===== src/rtl/vga_video_pkg.sv =====
// Shared definitions for the VGA video generator: pattern codes, box geometry,
// the colour-bar table and the raster-total helper.
package vga_video_pkg;

    localparam logic [2:0] PAT_SOLID    = 3'd0;
    localparam logic [2:0] PAT_BARS     = 3'd1;
    localparam logic [2:0] PAT_CHECKER  = 3'd2;
    localparam logic [2:0] PAT_GRADIENT = 3'd3;
    localparam logic [2:0] PAT_BOX      = 3'd4;

    localparam int unsigned BOX_SIZE = 32;
    localparam int unsigned BOX_DX   = 2;
    localparam int unsigned BOX_DY   = 1;

    function automatic int unsigned timing_total(input int unsigned active_len,
                                                 input int unsigned front_len,
                                                 input int unsigned sync_len,
                                                 input int unsigned back_len);
        return active_len + front_len + sync_len + back_len;
    endfunction

    // {r,g,b} of each bar, one bit per channel; indices past the last bar are black
    function automatic logic [2:0] bar_rgb(input logic [3:0] idx);
        logic [2:0] rgb;
        case (idx)
            4'd0:    rgb = 3'b111;
            4'd1:    rgb = 3'b110;
            4'd2:    rgb = 3'b011;
            4'd3:    rgb = 3'b010;
            4'd4:    rgb = 3'b101;
            4'd5:    rgb = 3'b100;
            4'd6:    rgb = 3'b001;
            default: rgb = 3'b000;
        endcase
        return rgb;
    endfunction

endpackage


===== src/rtl/vga_timing_core.sv =====
// Raster counters with sync, blank and strobe decode. The decoded signals are
// combinational on the counter flops; vga_video_gen registers them.
module vga_timing_core
    import vga_video_pkg::*;
#(
    parameter int unsigned H_ACTIVE = 640,
    parameter int unsigned H_FP     = 16,
    parameter int unsigned H_SYNC   = 96,
    parameter int unsigned H_BP     = 48,
    parameter int unsigned V_ACTIVE = 480,
    parameter int unsigned V_FP     = 10,
    parameter int unsigned V_SYNC   = 2,
    parameter int unsigned V_BP     = 33,
    parameter bit          H_POL    = 1'b0,
    parameter bit          V_POL    = 1'b0,
    parameter int unsigned X_BITS   = 12,
    parameter int unsigned Y_BITS   = 11
) (
    input  logic              clk_pixel,
    input  logic              reset,
    output logic [X_BITS-1:0] hc,
    output logic [Y_BITS-1:0] vc,
    output logic              active,
    output logic              hsync,
    output logic              vsync,
    output logic              line_start,
    output logic              frame_start,
    output logic              frame_end
);

    localparam int unsigned H_TOTAL = timing_total(H_ACTIVE, H_FP, H_SYNC, H_BP);
    localparam int unsigned V_TOTAL = timing_total(V_ACTIVE, V_FP, V_SYNC, V_BP);

    localparam logic [X_BITS-1:0] H_LAST = X_BITS'(H_TOTAL - 1);
    localparam logic [X_BITS-1:0] H_ACT  = X_BITS'(H_ACTIVE);
    localparam logic [X_BITS-1:0] H_SS   = X_BITS'(H_ACTIVE + H_FP);
    localparam logic [X_BITS-1:0] H_SE   = X_BITS'(H_ACTIVE + H_FP + H_SYNC);
    localparam logic [Y_BITS-1:0] V_LAST = Y_BITS'(V_TOTAL - 1);
    localparam logic [Y_BITS-1:0] V_ACT  = Y_BITS'(V_ACTIVE);
    localparam logic [Y_BITS-1:0] V_SS   = Y_BITS'(V_ACTIVE + V_FP);
    localparam logic [Y_BITS-1:0] V_SE   = Y_BITS'(V_ACTIVE + V_FP + V_SYNC);

    if (H_ACTIVE == 0 || H_FP == 0 || H_SYNC == 0 || H_BP == 0 ||
        V_ACTIVE == 0 || V_FP == 0 || V_SYNC == 0 || V_BP == 0) begin : g_bad_timing
        $error("vga_timing_core: every H and V timing parameter must be >= 1");
    end

    logic [X_BITS-1:0] hc_q, hc_d;
    logic [Y_BITS-1:0] vc_q, vc_d;

    // Raster advance: hc wraps every line, vc steps on the hc wrap.
    always_comb begin
        hc_d = hc_q;
        vc_d = vc_q;
        if (hc_q == H_LAST) begin
            hc_d = '0;
            if (vc_q == V_LAST) begin
                vc_d = '0;
            end else begin
                vc_d = vc_q + 1'b1;
            end
        end else begin
            hc_d = hc_q + 1'b1;
        end
    end

    // Counter flops; reset restarts the raster at (0,0).
    always_ff @(posedge clk_pixel) begin
        if (reset) begin
            hc_q <= '0;
            vc_q <= '0;
        end else begin
            hc_q <= hc_d;
            vc_q <= vc_d;
        end
    end

    assign hc          = hc_q;
    assign vc          = vc_q;
    assign active      = (hc_q < H_ACT) && (vc_q < V_ACT);
    assign hsync       = ((hc_q >= H_SS) && (hc_q < H_SE)) ? H_POL : ~H_POL;
    assign vsync       = ((vc_q >= V_SS) && (vc_q < V_SE)) ? V_POL : ~V_POL;
    assign line_start  = (hc_q == '0);
    assign frame_start = (hc_q == '0) && (vc_q == '0);
    assign frame_end   = (hc_q == H_LAST) && (vc_q == V_LAST);

endmodule


===== src/rtl/vga_video_gen.sv =====
// Parametrised VGA timing and test-pattern generator. Every output is registered
// one cycle behind the raster counters; the pattern is latched at frame start.
module vga_video_gen
    import vga_video_pkg::*;
#(
    parameter int unsigned H_ACTIVE = 640,
    parameter int unsigned H_FP     = 16,
    parameter int unsigned H_SYNC   = 96,
    parameter int unsigned H_BP     = 48,
    parameter int unsigned V_ACTIVE = 480,
    parameter int unsigned V_FP     = 10,
    parameter int unsigned V_SYNC   = 2,
    parameter int unsigned V_BP     = 33,
    parameter bit          H_POL    = 1'b0,
    parameter bit          V_POL    = 1'b0,
    parameter int unsigned C_BITS   = 8,
    parameter int unsigned X_BITS   = 12,
    parameter int unsigned Y_BITS   = 11
) (
    input  logic                clk_pixel,
    input  logic                reset,
    input  logic [2:0]          pattern_sel,
    input  logic [3*C_BITS-1:0] solid_rgb,
    output logic [C_BITS-1:0]   vga_r,
    output logic [C_BITS-1:0]   vga_g,
    output logic [C_BITS-1:0]   vga_b,
    output logic                vga_hsync,
    output logic                vga_vsync,
    output logic                vga_blank,
    output logic [X_BITS-1:0]   pix_x,
    output logic [Y_BITS-1:0]   pix_y,
    output logic                line_start,
    output logic                frame_start,
    output logic [7:0]          frame_count
);

    localparam int unsigned       BAR_W    = H_ACTIVE / 8;
    localparam logic [X_BITS-1:0] BAR_LAST = X_BITS'((BAR_W > 0) ? BAR_W - 1 : 0);
    localparam logic [C_BITS-1:0] FULL     = {C_BITS{1'b1}};
    localparam logic [C_BITS-1:0] NONE     = {C_BITS{1'b0}};

    logic [X_BITS-1:0] hc_s;
    logic [Y_BITS-1:0] vc_s;
    logic              active_s, hsync_s, vsync_s;
    logic              line_start_s, frame_start_s, frame_end_s;

    vga_timing_core #(
        .H_ACTIVE (H_ACTIVE), .H_FP (H_FP), .H_SYNC (H_SYNC), .H_BP (H_BP),
        .V_ACTIVE (V_ACTIVE), .V_FP (V_FP), .V_SYNC (V_SYNC), .V_BP (V_BP),
        .H_POL    (H_POL),    .V_POL (V_POL),
        .X_BITS   (X_BITS),   .Y_BITS (Y_BITS)
    ) u_timing (
        .clk_pixel   (clk_pixel),
        .reset       (reset),
        .hc          (hc_s),
        .vc          (vc_s),
        .active      (active_s),
        .hsync       (hsync_s),
        .vsync       (vsync_s),
        .line_start  (line_start_s),
        .frame_start (frame_start_s),
        .frame_end   (frame_end_s)
    );

    logic [2:0]          pat_q, pat_d, pat_cur_s;
    logic [3:0]          bar_idx_q, bar_idx_d, bar_idx_cur_s;
    logic [X_BITS-1:0]   bar_cnt_q, bar_cnt_d, bar_cnt_cur_s;
    logic [X_BITS-1:0]   box_x_q, box_x_d;
    logic [Y_BITS-1:0]   box_y_q, box_y_d;
    logic [3*C_BITS-1:0] rgb_q, rgb_d, pattern_rgb_s;
    logic                blank_q, blank_d, hsync_q, hsync_d, vsync_q, vsync_d;
    logic                line_start_q, line_start_d, frame_start_q, frame_start_d;
    logic [7:0]          frame_count_q, frame_count_d;
    logic [X_BITS-1:0]   pix_x_q, pix_x_d;
    logic [Y_BITS-1:0]   pix_y_q, pix_y_d;
    logic [2:0]          bar_bits_s;
    logic [C_BITS-1:0]   grad_s;
    logic                in_box_s;

    // Pattern colour for the current counter position, plus next-state of the pattern state.
    always_comb begin
        // pattern_sel is honoured on the (0,0) cycle itself so the first pixel already uses it
        pat_cur_s     = frame_start_s ? pattern_sel : pat_q;
        bar_idx_cur_s = line_start_s ? 4'd0 : bar_idx_q;
        bar_cnt_cur_s = line_start_s ? '0 : bar_cnt_q;
        bar_bits_s    = bar_rgb(bar_idx_cur_s);
        grad_s        = C_BITS'(hc_s);
        in_box_s      = (hc_s >= box_x_q) && (hc_s < box_x_q + X_BITS'(BOX_SIZE)) &&
                        (vc_s >= box_y_q) && (vc_s < box_y_q + Y_BITS'(BOX_SIZE));

        case (pat_cur_s)
            PAT_SOLID:    pattern_rgb_s = solid_rgb;
            PAT_BARS:     pattern_rgb_s = {{C_BITS{bar_bits_s[2]}}, {C_BITS{bar_bits_s[1]}},
                                           {C_BITS{bar_bits_s[0]}}};
            PAT_CHECKER:  pattern_rgb_s = (hc_s[4] ^ vc_s[4]) ? {FULL, FULL, FULL} : {NONE, NONE, NONE};
            PAT_GRADIENT: pattern_rgb_s = {grad_s, grad_s, grad_s};
            PAT_BOX:      pattern_rgb_s = in_box_s ? {FULL, FULL, FULL} : {NONE, NONE, FULL};
            default:      pattern_rgb_s = {NONE, NONE, NONE};
        endcase

        // Bar tracking counts pixels within a bar instead of dividing x by BAR_W
        if (bar_cnt_cur_s == BAR_LAST) begin
            bar_cnt_d = '0;
            bar_idx_d = (bar_idx_cur_s == 4'd8) ? 4'd8 : bar_idx_cur_s + 4'd1;
        end else begin
            bar_cnt_d = bar_cnt_cur_s + 1'b1;
            bar_idx_d = bar_idx_cur_s;
        end

        // Box moves on the last cycle of a frame, so the new position is live from pixel (0,0)
        box_x_d = box_x_q;
        box_y_d = box_y_q;
        if (frame_end_s) begin
            if (32'(box_x_q) + BOX_DX + BOX_SIZE > H_ACTIVE) begin
                box_x_d = '0;
            end else begin
                box_x_d = box_x_q + X_BITS'(BOX_DX);
            end
            if (32'(box_y_q) + BOX_DY + BOX_SIZE > V_ACTIVE) begin
                box_y_d = '0;
            end else begin
                box_y_d = box_y_q + Y_BITS'(BOX_DY);
            end
        end else begin
            box_x_d = box_x_q;
            box_y_d = box_y_q;
        end

        pat_d         = pat_cur_s;
        rgb_d         = active_s ? pattern_rgb_s : '0;
        blank_d       = ~active_s;
        hsync_d       = hsync_s;
        vsync_d       = vsync_s;
        line_start_d  = line_start_s;
        frame_start_d = frame_start_s;
        frame_count_d = frame_start_s ? frame_count_q + 8'd1 : frame_count_q;
        pix_x_d       = hc_s;
        pix_y_d       = vc_s;
    end

    // Pattern state and output register stage.
    always_ff @(posedge clk_pixel) begin
        if (reset) begin
            pat_q         <= PAT_SOLID;
            bar_idx_q     <= 4'd0;
            bar_cnt_q     <= '0;
            box_x_q       <= '0;
            box_y_q       <= '0;
            rgb_q         <= '0;
            blank_q       <= 1'b1;
            hsync_q       <= ~H_POL;
            vsync_q       <= ~V_POL;
            line_start_q  <= 1'b0;
            frame_start_q <= 1'b0;
            frame_count_q <= 8'd0;
            pix_x_q       <= '0;
            pix_y_q       <= '0;
        end else begin
            pat_q         <= pat_d;
            bar_idx_q     <= bar_idx_d;
            bar_cnt_q     <= bar_cnt_d;
            box_x_q       <= box_x_d;
            box_y_q       <= box_y_d;
            rgb_q         <= rgb_d;
            blank_q       <= blank_d;
            hsync_q       <= hsync_d;
            vsync_q       <= vsync_d;
            line_start_q  <= line_start_d;
            frame_start_q <= frame_start_d;
            frame_count_q <= frame_count_d;
            pix_x_q       <= pix_x_d;
            pix_y_q       <= pix_y_d;
        end
    end

    assign vga_r       = rgb_q[3*C_BITS-1 -: C_BITS];
    assign vga_g       = rgb_q[2*C_BITS-1 -: C_BITS];
    assign vga_b       = rgb_q[C_BITS-1:0];
    assign vga_hsync   = hsync_q;
    assign vga_vsync   = vsync_q;
    assign vga_blank   = blank_q;
    assign pix_x       = pix_x_q;
    assign pix_y       = pix_y_q;
    assign line_start  = line_start_q;
    assign frame_start = frame_start_q;
    assign frame_count = frame_count_q;

endmodule


===== config.mk =====
export PLATFORM = sky130hd
export DESIGN_NAME = vga_video_gen
export DESIGN_NICKNAME = d
export VERILOG_FILES = /design/src/rtl/vga_video_pkg.sv /design/src/rtl/vga_timing_core.sv /design/src/rtl/vga_video_gen.sv
export SDC_FILE = /design/constraint.sdc
export NUM_CORES = 1
export LEC_CHECK = 0
export CORE_MARGIN = 10
export CORE_UTILIZATION = 45
export CTS_BUF_LIST = sky130_fd_sc_hd__clkbuf_16
export DETAILED_ROUTE_END_ITERATION = 6
export GPL_TIMING_DRIVEN = 0
export PLACE_DENSITY = 0.67
export SYNTH_ARGS = -nofsm -noshare
export SYNTH_HDL_FRONTEND = slang
export SYNTH_SLANG_ARGS = --single-unit

===== constraint.sdc =====
create_clock -name clk_pixel -period 3.7 [get_ports clk_pixel]
set_clock_uncertainty 0.1 [all_clocks]
set_input_delay 0.74 -clock clk_pixel [delete_from_list [all_inputs] [get_ports clk_pixel]]
set_output_delay 0.74 -clock clk_pixel [all_outputs]
set_load 0.02 [all_outputs]

Yosys cells after proc, flatten, opt, wreduce, memory -nomap -nowiden:

Index checks and enable logic that the tools add are counted.

* register bits after elaboration: 125
* input bits: 29
* word-level logic and storage cells: 86

* $add $sub $neg: 13
* $lt $le $gt $ge: 12
* equality and inequality tests: 14
* multiplexer cells: 14
* bitwise gates (word level): 2
* reductions and logical operators: 15

Operators by type and width (number)
* case mux 24 bit (5 select lines): 1
* two-way mux 24 bit: 2
* adder 12 x 1 -> 12 bit, second input constant: 2
* less-than comparator 12 x 10 -> 1 bit, second input constant: 2
* two-way mux 12 bit: 2
* adder 11 x 1 -> 11 bit, second input constant: 2
* less-than comparator 11 x 9 -> 1 bit, second input constant: 2
* two-way mux 11 bit: 2
* case mux 3 bit (7 select lines): 1
* adder 13 x 6 -> 14 bit, second input constant: 1
* > comparator 14 x 10 -> 1 bit, second input constant: 1
* adder 12 x 2 -> 13 bit, second input constant: 1
* adder 12 x 6 -> 13 bit, second input constant: 1
* > comparator 13 x 9 -> 1 bit, second input constant: 1
* adder 11 x 1 -> 12 bit, second input constant: 1
* adder 12 x 2 -> 12 bit, second input constant: 1
* adder 12 x 6 -> 12 bit, second input constant: 1
* == test 12 x 10 -> 1 bit, second input constant: 1
* == test 12 x 7 -> 1 bit, second input constant: 1
* == test 4 x 3 -> 1 bit, second input constant: 3
* >= comparator 12 x 10 -> 1 bit, second input constant: 1
* >= comparator 12 bit: 1
* zero test 12 bit: 1
* less-than comparator 12 bit: 1
* 23 further kinds: 37

Longest topological paths before layout:

* depth after elaboration: 7
* depth in mapped cells: 12
* gate-level depth less buffers: 11

By module:

A second synthesis with hierarchy kept.

* cell total of the unflattened synthesis: 748
* area, all modules: 6547.5 µm²

By module, submodules not included
* vga_video_gen: times used 1, cells an instance 601, area each 5322.6 µm², seq. area each 2021.9 µm²
* vga_timing_core: times used 1, cells an instance 147, area each 1224.9 µm², seq. area each 460.4 µm²

Least setup slack after synthesis:

No wires, ideal clock.

* path kind: reg2reg
* from: register box_y_q[5]
* to: register rgb_q[15]
* data arrival time: 2.707 ns
* data required time: 3.519 ns
* setup slack: 0.813 ns
* cell stages (with the launch flop): 9
* path buffers: 0
* path through: dfxtp_1 inv_1 or4_1 xnor2_1 ha_1 a2111o_1 a2111oi_4 nand3_1 a41oi_1

* cells in the longest elaborated chain, start to end: 5
* elaborated cells between the ends (all ways): 7
* those cells by class: 1 x add/sub; 2 x order compare; 2 x mux; 2 x reduce/logical

RTL lines
* from (decl): RTL line vga_video_gen.sv:69 `logic [Y_BITS-1:0] box_y_q, box_y_d;`
* from (signal assigned): RTL line vga_video_gen.sv:163 `box_y_q <= box_y_d;`
* adder 11 x 6 -> 11 bit / >= comparator 11 bit (equally long branches): RTL line vga_video_gen.sv:89 `(vc_s >= box_y_q) && (vc_s < box_y_q + Y_BITS'(BOX_SIZE));`
* less-than comparator 11 bit / logical AND 1 bit (equally long branches): RTL line vga_video_gen.sv:89, vga_video_gen.sv:88
* logical AND 1 bit *: RTL line vga_video_gen.sv:89
* two-way mux 24 bit *: RTL line vga_video_gen.sv:97 `PAT_BOX: pattern_rgb_s = in_box_s ? {FULL, FULL, FULL} : {NONE, NONE, FULL};`
* case mux 24 bit (5 select lines) *: RTL line vga_video_gen.sv:91 `case (pat_cur_s)`
* to (signal assigned): RTL line vga_video_gen.sv:164 `rgb_q <= rgb_d;`
* to (decl): RTL line vga_video_gen.sv:70 `logic [3*C_BITS-1:0] rgb_q, rgb_d, pattern_rgb_s;`

Mark *: on every way between the ends. The rest lies on a longest branch, timed or not.
A chain may end at the register's enable or synchronous reset.

Worst setup path in the final report:

* from: register box_x_q[6]
* to: register rgb_q[9]

* cells in the longest elaborated chain, start to end: 7
* elaborated cells between the ends (all ways): 8
* those cells by class: 1 x add/sub; 2 x order compare; 2 x mux; 3 x reduce/logical

RTL lines
* from (decl): RTL line vga_video_gen.sv:68 `logic [X_BITS-1:0] box_x_q, box_x_d;`
* from (signal assigned): RTL line vga_video_gen.sv:162 `box_x_q <= box_x_d;`
* adder 12 x 6 -> 12 bit: RTL line vga_video_gen.sv:88 `in_box_s = (hc_s >= box_x_q) && (hc_s < box_x_q + X_BITS'(BOX_SIZE)) &&`
* less-than comparator 12 bit: RTL line vga_video_gen.sv:88
* logical AND 1 bit * (2 in series): RTL line vga_video_gen.sv:88
* logical AND 1 bit *: RTL line vga_video_gen.sv:89
* two-way mux 24 bit *: RTL line vga_video_gen.sv:97
* case mux 24 bit (5 select lines) *: RTL line vga_video_gen.sv:91

Marks and branches as above.

==> summary.md <==
| Metric | Value |
|---|---|
| Leakage power | `3.06 nW` |
| Comb power frac | `12.7%` |
| Unique masters post-synth | `64` |
| Ports | `89` |
| Sw Share | `26.1%` |
| CP Cell Sequence | `ha_1, inv_1, or3_1, xnor2_1, ha_1, o21ai_0, nor2_1, a2111o_1, a2111oi_4, nand3_2, a41oi_1` |
| Die width | `141 um` |
| Highest Clock Rate | `291 MHz` |
| PortBufs | `88` |
| Core Region | `14400 sq um` |
| Num Clock Sinks | `124` |
| Place WS | `0.243 ns` |
| Mapped Cells | `762` |
| Die Ht | `141 um` |
| Die ar. | `19900 sq um` |
| Area grow syn2layout | `25.7%` |
| Flop pwr share | `40.8%` |
| CTS tree | `built` |
| Worst path slowest cell | `dfxtp_1` |
| Vias per cell | `5.59` |
| Syn Area/Cell | `8.63 sq um` |
| Cell Area, Synth | `6580 sq um` |
| Share of layout cells above drive strength 1 | `5.78%` |
| Int Pwr | `2.58 mW` |
| Clock power share | `46.5%` |
| Number of H-tree levels | `4` |
| CTS Buffer Depth | `2` |
| Critical path capture point type | `flip-flop` |
| Final Power | `3.49 mW` |
| Initial DRC count | `426` |
| Gr usage total | `18.6%` |
| Routed WL per cell | `17.3 um` |
| Yosys warns | `0` |
| Syn_nets | `843` |
| Sw Pwr | `912 uW` |
| Synth top cells by count | `dfxtp_1, nor2_1, nand2_1, ha_1, xnor2_1` |
| Setup TNS | `0 ns` |
| Nets | `950` |
| Max Slew Vio Count | `0` |
| Worst min path class | `reg2reg` |
| Num CTS Buffers | `17` |
| Final min period | `3.43 ns` |
| Largest area contributor in the netlist | `dfxtp_1` |
| Status | `finished, final reports clean` |
| Final hold violations | `0` |
| Slowest Stage Delay on Critical Path | `0.51 ns` |
| Initial antenna violation count | `0` |
| Hold Slack | `0.394 ns` |
| Most used DFF post-synth | `dfxtp_1` |
| RSZ-0062 raised after global routing | `false` |
| Final wirelength | `18.4 mm` |
| Pin count of the biggest net entering global routing | `17` |
| Gpl congestion | `0.910` |
| CTS root buffer | `clkbuf_16` |
| Seq cells post-synth | `124` |
| Slew @ Worst Pin | `1.25 ns` |
| Drt drc | `0` |
| Top-count cell post-synth | `dfxtp_1` |
| Hold Buf Count CTS | `0` |
| Worst Slack Setup Final | `0.266 ns` |
| Worst Path Max Fanout | `9` |
| Pwr dens | `422 nW/um^2` |
| Clock latency on the worst-skew pair | `0.42 ns` |
| Ys async rst share | `0%` |
| Worst-path clk slew | `0.06 ns` |
| Yosys top cell area share | `37.7%` |
| Global-route wire length before repair | `30.3 mm` |
| Period utilisation layout | `92.8%` |
| Diode count | `0` |
| Via count | `5956` |
| Seq/Total Area, Yosys | `37.7%` |
| Vias in the first global route | `5905` |
| Post-DRT Antenna Nets | `0` |
| Largest cells by area after synthesis | `dfxtp_1, ha_1, xnor2_1, nor2_1, nand2_1` |
| Post-synth EDFFs | `0` |
| Setup Fix Bufs, Post-CTS | `0` |
| Rows | `44` |
| Max-Slew Margin vs Limit | `15.7%` |
| Initial core utilization | `45.6%` |
| GR Overflow Total | `0` |
| Maxcap violations | `0` |
| Critical path data arrival time | `3.67 ns` |
| CP startpoint kind | `flip-flop` |
| Crit path kind | `reg2reg` |
| # setup viols final | `0` |
| CP required | `3.93 ns` |
| Most common cell type on the critical path | `ha_1` |
| Max VDD drop | `0.000349 V` |
| HPWL after detailed placement | `13.9 mm` |
| Post-cts resize count | `0` |
| Initial DRT Pass Iterations | `5` |
==> layout by cell type, fill, tap and decap left out, drive strengths merged, types with 22 or more instances in the layout <==
| cell type | count |
|---|---|
| a21oi | 27 |
| a31oi | 23 |
| clkbuf | 42 |
| clkdlybuf4s50 | 88 |
| dfxtp | 124 |
| ha | 52 |
| inv | 37 |
| nand2 | 71 |
| nand3 | 31 |
| nor2 | 89 |
| nor3 | 32 |
| o21ai | 22 |
| xnor2 | 44 |
==> per-layer routing <==
| metal | vias up | global-route usage [%] | share of wire [%] |
|---|---|---|---|
| met5 | - | 0 | 0 |
| li1 | 2911 | - | - |
| met3 | 32 | 5.31 | 6.0 |
| met4 | 0 | 6.36 | 1.9 |
| met2 | 184 | 30.3 | 47 |
| met1 | 2829 | 23.1 | 45 |
==> kinds of logic (layout without fill, tap and decap cells) <==
| logic type | count (synthesis) | after routing | synth area share, % |
|---|---|---|---|
| xor gates and xnor gates | 63 | 63 | 8.39 |
| DFF | 124 | 124 | 37.7 |
| and+or+nand+nor | 333 | 333 | 25.9 |
| muxes | 6 | 6 | 1.01 |
| adders and majority gates | 52 | 52 | 9.89 |
| buffers and inverters | 63 | 183 | 4.09 |
| AOI/OAI and AO/OA | 121 | 121 | 13.0 |
==> area by class of cell <==
class | count | area [sq um]
Clock buffer | 17 | 425
Fill cell | 1291 | 6150
Timing Repair Buffer | 88 | 881
Clock inverter | 15 | 150
Multi-Input combinational cell | 575 | 3830
Tap cell | 184 | 230
Sequential cell | 124 | 2480
Inverter | 34 | 128
Buffer | 29 | 143
==> state kept, by name, indices dropped and copies added (netlist names), 3 cells and up <==
signal and flops:
rgb_q 24, bar_cnt_q 12, pix_x 12, u_timing.hc 12, box_x_q 11, box_y_q 11, pix_y 11, u_timing.vc 11
frame_count 8, bar_idx_q 4, pat_q 3
==> power by group through the flow <==
stage	sequential, mW	clock, mW	combinational [mW]
final	1.42	1.62	0.444
after CTS	1.42	1.64	0.444
after global routing	1.43	1.71	0.477
after global placement	1.45	0	0.438
after floorplan	1.50	0	0.199
after detailed placement	1.45	0	0.441
==> metrics by stage <==
stage	util (%)	instance area [sq um]	std cells
2_1_floorplan	-	6580	762
3_3_place_gp	53.3	7690	1034
3_5_place_dp	53.3	7690	1034
4_1_cts	57.3	8260	1066
5_1_grt	57.3	8270	1066
6_report	57.3	8270	1066
==> worst max-delay path, delay by kind of cell (launching register included) <==
kind,cells,cell delay (ns)
AOI/OAI and AO/OA,4,1.11
xor gates and xnor gates,1,0.22
adders and majority gates,2,0.55
buffers and inverters,1,0.08
DFF,1,0.51
and+or+nand+nor,3,0.77
==> final timing paths <==
check	depth (start not counted)	from	endpoint	slack (ns)
max	11	box_x_q[6]	rgb_q[9]	0.27
min	1	u_timing.hc[0]	u_timing.hc[0]	0.39
max reg2reg	11	box_x_q[6]	rgb_q[9]	0.27
min reg2reg	1	u_timing.hc[0]	u_timing.hc[0]	0.39
Power figures use the tool's default switching activity.
